File: src/rtl/fxp_mult_pipe.sv
// rtl/fxp_mult_pipe.sv - pipelined signed fixed-point multiplier with rounding, saturation and MAC
module fxp_mult_pipe #(
    parameter int WIDTH  = 16,
    parameter int FRAC   = 8,
    parameter int STAGES = 2,
    parameter int ROUND  = 1,
    parameter int SAT    = 1
) (
    input  logic                    CLK,
    input  logic                    RST,
    input  logic                    IN_VALID,
    output logic                    IN_READY,
    input  logic signed [WIDTH-1:0] A,
    input  logic signed [WIDTH-1:0] B,
    input  logic                    ACC,
    output logic                    OUT_VALID,
    input  logic                    OUT_READY,
    output logic signed [WIDTH-1:0] C,
    output logic                    OVF,
    output logic                    OVF_STICKY,
    input  logic                    OVF_CLR
);

    localparam int PW = 2 * WIDTH;
    // Two guard bits keep rounding and accumulation free of internal overflow.
    localparam int SW = 2 * WIDTH + 2;
    localparam logic signed [SW-1:0] RND_C = (ROUND != 0) ? (SW'(1) << (FRAC - 1)) : SW'(0);
    localparam logic signed [SW-1:0] C_MAX = {{(SW-WIDTH+1){1'b0}}, {(WIDTH-1){1'b1}}};
    localparam logic signed [SW-1:0] C_MIN = {{(SW-WIDTH+1){1'b1}}, {(WIDTH-1){1'b0}}};

    logic                    adv;
    logic [PW-1:0]           a_ext;
    logic [PW-1:0]           b_ext;
    logic signed [PW-1:0]    prod;
    logic signed [PW-1:0]    p_pipe   [1:STAGES-1];
    logic                    acc_pipe [1:STAGES-1];
    logic                    vld_pipe [1:STAGES-1];
    logic signed [SW-1:0]    p_ext;
    logic signed [SW-1:0]    q_val;
    logic signed [SW-1:0]    s_val;
    logic signed [SW-1:0]    c_ext;
    logic                    ovf_n;
    logic signed [WIDTH-1:0] c_n;

    assign adv      = !OUT_VALID || OUT_READY;
    assign IN_READY = adv;

    // Low 2*WIDTH bits of the sign-extended product equal the signed product.
    assign a_ext = {{WIDTH{A[WIDTH-1]}}, A};
    assign b_ext = {{WIDTH{B[WIDTH-1]}}, B};
    assign prod  = a_ext * b_ext;

    always_comb begin
        p_ext = {{(SW-PW){p_pipe[STAGES-1][PW-1]}}, p_pipe[STAGES-1]};
        q_val = (p_ext + RND_C) >>> FRAC;
        c_ext = {{(SW-WIDTH){C[WIDTH-1]}}, C};
        s_val = q_val;
        if (acc_pipe[STAGES-1]) begin
            s_val = q_val + c_ext;
        end
        ovf_n = (s_val > C_MAX) || (s_val < C_MIN);
        c_n   = s_val[WIDTH-1:0];
        if ((SAT != 0) && ovf_n) begin
            c_n = s_val[SW-1] ? C_MIN[WIDTH-1:0] : C_MAX[WIDTH-1:0];
        end
    end

    always_ff @(posedge CLK or posedge RST) begin
        if (RST) begin
            for (int i = 1; i < STAGES; i++) begin
                p_pipe[i]   <= '0;
                acc_pipe[i] <= 1'b0;
                vld_pipe[i] <= 1'b0;
            end
            OUT_VALID  <= 1'b0;
            C          <= '0;
            OVF        <= 1'b0;
            OVF_STICKY <= 1'b0;
        end else begin
            OVF_STICKY <= (OVF_STICKY && !OVF_CLR) || (adv && vld_pipe[STAGES-1] && ovf_n);
            if (adv) begin
                p_pipe[1]   <= prod;
                acc_pipe[1] <= ACC;
                vld_pipe[1] <= IN_VALID;
                for (int i = 2; i < STAGES; i++) begin
                    p_pipe[i]   <= p_pipe[i-1];
                    acc_pipe[i] <= acc_pipe[i-1];
                    vld_pipe[i] <= vld_pipe[i-1];
                end
                OUT_VALID <= vld_pipe[STAGES-1];
                // A bubble reaching the output keeps C so a later ACC still sees the last result.
                if (vld_pipe[STAGES-1]) begin
                    C   <= c_n;
                    OVF <= ovf_n;
                end
            end
        end
    end

endmodule

File: config.mk
export PLATFORM = sky130hd
export DESIGN_NAME = fxp_mult_pipe
export DESIGN_NICKNAME = d
export VERILOG_FILES = /design/src/rtl/fxp_mult_pipe.sv
export SDC_FILE = /design/constraint.sdc
export NUM_CORES = 1
export LEC_CHECK = 0
export ABC_AREA = 0
export CELL_PAD_IN_SITES_DETAIL_PLACEMENT = 0
export CELL_PAD_IN_SITES_GLOBAL_PLACEMENT = 1
export CORE_UTILIZATION = 50
export DETAILED_ROUTE_END_ITERATION = 8
export PLACE_DENSITY_LB_ADDON = 0.1
export RECOVER_POWER = 50
export SETUP_SLACK_MARGIN = 0.4
export SLEW_MARGIN = 20
export SYNTH_ARGS = -nofsm -noshare
export SYNTH_HDL_FRONTEND = slang
export SYNTH_SLANG_ARGS = --single-unit
File: constraint.sdc
create_clock -name CLK -period 5.2 [get_ports CLK]
set_input_delay 1.04 -clock CLK [delete_from_list [all_inputs] [get_ports CLK]]
set_output_delay 1.04 -clock CLK [all_outputs]
set_load 0.05 [all_outputs]
==> Word level (Yosys, flattened, before mapping) <==
Index checks and enable logic that the tools add are counted.
{ "word_totals": {"register_bits": 53, "latch_bits": 0, "ramBits": 0, "rom_bits": 0, "input_bits": 38, "output_inout_bits": 20, "elab_cells": 24, "n_memories": 0} }
{ "classes": {"addsub": 2, "multipliers": 1, "div": 0, "order_cmp": 2, "eq_ne": 0, "n_shift": 0, "mux": 3, "bitwise": 0, "reduce_logical": 9} }
{ "ops": {"columns": ["op", "n"], "rows": [
  ["$gt 34x16->1 const B", 1],
  ["$lt 34x16->1 const B", 1],
  ["$mux 34", 1],
  ["$add 32x9->33 const B", 1],
  ["$mul 16x16->32", 1],
  ["$mux 16", 2],
  ["$add 25x16->26", 1],
  ["$logic_and 1x1->1", 3],
  ["$logic_or 1x1->1", 3],
  ["$logic_not 1->1", 2],
  ["$reduce_and 2->1", 1]
]} }

==> Depth between registers and ports, before layout <==
{ "depth": {"depth_word": 7, "mapped_depth": 25, "depth_no_buf": 24} }

==> Worst setup path after synthesis <==
OpenSTA, ideal clock, no wires.
{ "synth_timing": {"path_kind": "input port to flip-flop", "start": "input A[15]", "end": "register p_pipe[29] in the netlist's numbering", "setup_ns": 0.134, "arrival_time_ns": 6.867, "t_required_ns": 5.066, "setup_slack_ns": -1.801, "cell_stages": 20, "path_buffers": 1, "path_cell_list": "clkbuf_1 > nand2_1 > fa_1 > inv_1 > fa_1 > fa_1 > fa_1 > fa_1 > inv_1 > fa_1 > inv_1 > ha_1 > a21o_1 > a21o_1 > a221oi_1 > a21oi_1 > or3_1 > a21oi_1 > xor2_1 > o21ai_0"} }
{ "synth_between": {"elab_chain_cells": 1} }
{ "synth_lines": {"columns": ["element", "line_no", "source"], "rows": [
  ["start: declaration", "13", "input logic signed [WIDTH-1:0] A,"],
  ["$mul 16x16->32", "51", "assign prod = a_ext * b_ext;"],
  ["end signal: indexed assignment", "86", "p_pipe[i] <= p_pipe[i-1];"],
  ["end: declaration", "35", "logic signed [PW-1:0] p_pipe [1:STAGES-1];"]
]} }
No other way between the ends.
A chain may end at the register's enable or synchronous reset.

==> Final worst setup path <==
{ "layout_timing": {"start": "input A[3]", "end": "register p_pipe[28] in the netlist's numbering"} }
Same word-level chain as after synthesis.

==> tab_implementation.tex <==
\begin{tabular}{lr}
\hline
Metric & Value \\
\hline
\multicolumn{2}{l}{\textbf{Die}} \\
\quad Ports placed on the boundary & 58 \\
\quad Area of the core & 27000 um\^{}2 \\
\quad Die outline area & 28200 um\^{}2 \\
\quad Starting density of the core & 51.0\% \\
\quad Die X-Extent & 168 um \\
\quad Height of the die & 168 um \\
\quad \# rows & 60 \\
\multicolumn{2}{l}{\textbf{Critical path}} \\
\quad Data arrival time at the worst-slack endpoint & 6680 ps \\
\quad Data required time at the worst endpoint & 5370 ps \\
\quad Worst reg2reg endpoint & C[10]\$\_DFFE\_PP0P\_ \\
\quad Buf/Inv on CP & 7 \\
\quad Nature of the critical path startpoint & input port \\
\quad CP Capture Type & flip-flop \\
\quad Register-to-Register Path Depth & 16 \\
\quad Reg-to-reg slack, setup & 640 ps \\
\quad Delay of the slowest critical-path stage & 580 ps \\
\quad Launching point of the worst reg2reg path & p\_pipe[9]\$\_DFFE\_PP0N\_ \\
\quad Maximum fanout count along the critical path & 3 \\
\quad List of cells traversed by the critical path & buf\_4 -> and2\_4 -> fa\_1 -> inv\_2 -> fa\_1 -> inv\_2 -> fa\_1 -> fa\_2 -> fa\_1 -> inv\_2 -> fa\_1 -> inv\_1 -> ha\_2 -> a21o\_1 -> a21oi\_2 -> o21ai\_1 -> a21o\_1 -> a221oi\_4 -> a21oi\_4 -> buf\_6 -> or3\_4 -> buf\_4 -> xnor2\_4 -> a21oi\_2 \\
\quad Worst setup path class & input port to flip-flop \\
\quad Library cell contributing the largest single delay on the critical path & sky130\_fd\_sc\_hd\_\_fa\_1 \\
\quad Family with the most delay on the worst path & adder cells \\
\quad Crit path top cell by count & sky130\_fd\_sc\_hd\_\_fa\_1 \\
\multicolumn{2}{l}{\textbf{Route}} \\
\quad Final ANT Viol Nets & 0 \\
\quad Drt first pass iters & 5 \\
\quad WL final & 34.8 mm \\
\quad Vias/cell & 5.11 \\
\quad Post-route DRC & 0 \\
\quad Total via count in the routed design & 11.1k \\
\quad Per-cell routed wire length & 16.0 um \\
\quad First DRT Iteration DRCs & 553 \\
\multicolumn{2}{l}{\textbf{Run status}} \\
\quad Status & finished with violations \\
\quad Violations in the final reports & capacitance limit, slew limit, setup timing \\
\multicolumn{2}{l}{\textbf{Logic synthesis}} \\
\quad Count of flip-flops with a built-in enable after synthesis & 0 \\
\quad Syn avg cell area & 8.74 um\^{}2 \\
\quad Most frequently used flop master after synthesis & sky130\_fd\_sc\_hd\_\_dfrtp\_1 \\
\quad Cell accounting for the most synthesized area & sky130\_fd\_sc\_hd\_\_fa\_1 \\
\quad Share of flip-flops with an asynchronous set or reset after synthesis & 100\% \\
\quad Warnings, synthesis & 0 \\
\quad Net Count, Synth & 1988 \\
\quad Count of state elements after synthesis & 46 \\
\quad Mapped Cells & 1576 \\
\quad Count of cell types in the netlist & 69 \\
\quad Fraction of the yosys area taken by sequential cells & 8.36\% \\
\quad Top post-synthesis cells by area & sky130\_fd\_sc\_hd\_\_fa\_1 (38\%), sky130\_fd\_sc\_hd\_\_ha\_1 (10\%), sky130\_fd\_sc\_hd\_\_inv\_1 (9.3\%) \\
\quad Mapped cell area & 13800 um\^{}2 \\
\quad Synth top area share & 38.1\% \\
\multicolumn{2}{l}{\textbf{Layout}} \\
\quad Most frequent cells in the layout & sky130\_fd\_sc\_hd\_\_inv\_1 (299), sky130\_fd\_sc\_hd\_\_fa\_1 (242), sky130\_fd\_sc\_hd\_\_nand2\_1 (184), sky130\_fd\_sc\_hd\_\_buf\_4 (175), sky130\_fd\_sc\_hd\_\_and2\_1 (92) \\
\quad Share of post-route cells with drive strength above 1 & 27.5\% \\
\quad Area overhead of the layout relative to synthesis & 29.2\% \\
\quad Net total in the final layout & 2245 \\
\quad Antenna diode count & 0 \\
\quad Count of fill cells added during filler insertion & 2214 \\
\quad Most common cell after layout, fill and taps aside & sky130\_fd\_sc\_hd\_\_inv\_1 \\
\multicolumn{2}{l}{\textbf{STA}} \\
\quad Unrepaired setup endpoints after global routing & true \\
\quad Final Cycle Share & 125\% \\
\quad Transition time of the tightest slew-check pin & 1720 ps \\
\quad Final-report hold violation count & 0 \\
\quad Worst rel slew slack & -15.0\% \\
\quad WHS & 502 ps \\
\quad Number of pins with negative max-slew slack in the final report & 47 \\
\quad Worst Skew & 6.20 ps \\
\quad Worst-case setup margin in the final layout & -1300 ps \\
\quad Shortest clock period the worst path allows after layout & 6500 ps \\
\quad Maximum achievable frequency & 0.154 GHz \\
\quad Final setup viols & 22 \\
\multicolumn{2}{l}{\textbf{Min path}} \\
\quad Critical hold path startpoint & OVF\_STICKY\$\_DFF\_PP0\_ \\
\quad Path type of the worst min-delay path & flip-flop to flip-flop \\
\quad Worst hold endpoint & OVF\_STICKY\$\_DFF\_PP0\_ \\
\quad Number of cells traversed by the worst hold path & 2 \\
\multicolumn{2}{l}{\textbf{CTS}} \\
\quad Longest Clk Path Bufs & 2 \\
\quad Clock transition at path regs & 70 ps \\
\quad Count of hold-fix buffers inserted at cts & 0 \\
\quad Clock root cell & sky130\_fd\_sc\_hd\_\_clkbuf\_16 \\
\quad Clock latency at the later pin of the worst-skew pair & 300 ps \\
\quad CTS tree & done \\
\quad Max H-tree Level & 2 \\
\quad Number of clock buffers inserted by TritonCTS & 5 \\
\quad Total clock sinks & 46 \\
\multicolumn{2}{l}{\textbf{GRT}} \\
\quad Via count of the first global-routing pass & 11.5k \\
\quad Number of antenna violations at the first check in global routing & 0 \\
\quad First-pass GRT wire length & 57.6 mm \\
\quad GRT Resource Usage Total & 25.6\% \\
\quad Total grt overflow & 0 \\
\quad Pin count of the biggest net entering global routing & 47 \\
\multicolumn{2}{l}{\textbf{Placed design}} \\
\quad Gp weighted congestion & 0.904 \\
\quad DP Wirelength & 28.4 mm \\
\quad \# port buffers & 57 \\
\multicolumn{2}{l}{\textbf{Run}} \\
\quad Max Cap Viol & 1 \\
\hline
\end{tabular}
-- routing by layer --
metal / vias up / part of all wire, % / track usage [%] / wire length, um
li1: 5393 / - / - / -
met5: - / 0 / 0 / 0
met4: 0 / 1.3 / 5.58 / 449
met2: 238 / 48 / 43.5 / 16900
met1: 5444 / 47 / 35.4 / 16200
met3: 32 / 3.7 / 2.49 / 1300
-- tightest hold or removal path, stage by stage (launching register included) --
cell	delay, ps
sky130_fd_sc_hd__dfrtp_1	340
sky130_fd_sc_hd__nand2b_1	60
sky130_fd_sc_hd__nand3_1	70
-- flip-flops by register name, indices dropped and copies added (netlist names) --
signal and count:
vld_pipe 1, acc_pipe 1, OVF 1, p_pipe 25, OVF_STICKY 1, OUT_VALID 1, C 16
-- final cells by class --
type                            count  area (um^2)  area share (%)
Tap cell                          341          427            2.40
Clock buffer                        5          125           0.703
Timing Repair Buffer              302         2800            15.7
Sequential cell                    46         1150            6.47
Multi-Input combinational cell   1136        12000            67.3
Clock inverter                      3         21.3           0.120
Inverter                          342         1290            7.26
-- stage by stage --
stage          TNS, ps  std cells  instance area (um^2)  setup WS, ps  utilization [%]
5_1_grt         -26050       2175                 17800         -1520             65.8
4_1_cts         -21150       2160                 17400         -1320             64.3
6_report        -21780       2175                 17800         -1300             65.8
2_1_floorplan   -16420       1576                 14200         -1180                -
3_5_place_dp    -40290       2099                 16200         -2100             59.9
3_3_place_gp    -38710       2099                 16200         -2010             59.9
-- worst max-delay path by stage --
stage	startpoint	end	slack [ps]	cells past startpoint
CTS	B[6]	p_pipe[29]$_DFFE_PP0N_	-1320	25
global route	B[5]	p_pipe[28]$_DFFE_PP0N_	-1520	25
finish	A[3]	p_pipe[28]$_DFFE_PP0N_	-1300	24
floorplan	A[15]	p_pipe[29]$_DFFE_PP0N_	-1180	20
detailed placement	B[9]	p_pipe[31]$_DFFE_PP0N_	-2100	22
global placement	B[9]	p_pipe[29]$_DFFE_PP0N_	-2010	24
-- Yosys cell counts (8+ instances only) --
library cell	count
sky130_fd_sc_hd__a211oi_1	8
sky130_fd_sc_hd__a21o_1	14
sky130_fd_sc_hd__a21oi_1	61
sky130_fd_sc_hd__and2_1	122
sky130_fd_sc_hd__clkbuf_1	44
sky130_fd_sc_hd__dfrtp_1	46
sky130_fd_sc_hd__fa_1	262
sky130_fd_sc_hd__ha_1	112
sky130_fd_sc_hd__inv_1	341
sky130_fd_sc_hd__nand2_1	205
sky130_fd_sc_hd__nand2b_1	11
sky130_fd_sc_hd__nand3_1	22
sky130_fd_sc_hd__nand4_1	12
sky130_fd_sc_hd__nor2_1	62
sky130_fd_sc_hd__o211ai_2	9
sky130_fd_sc_hd__o21ai_0	45
sky130_fd_sc_hd__or3_1	9
sky130_fd_sc_hd__xnor2_1	50
sky130_fd_sc_hd__xor2_1	19
-- what timing repair did --
item                       4_1_cts  5_1_grt
gates cloned                     7        0
resized for setup              291       98
setup endpoints to repair       25       42
pin swaps                      146       85
buffers inserted                46       15
-- cell families after synthesis --
family / Yosys count / synth area share (%)
adder cells (fa/ha/maj): 374 / 48.2
flip-flops: 46 / 8.36
multiplexers: 7 / 0.545
buffers and inverters: 394 / 11.0
XOR/XNOR: 70 / 4.50
AND/OR/NAND/NOR: 484 / 17.5
AO/OA/AOI/OAI: 201 / 9.85
Power is left out: the tool's default activity adds up to more than one toggle a clock period on the data nets, which glitch-free logic cannot reach.
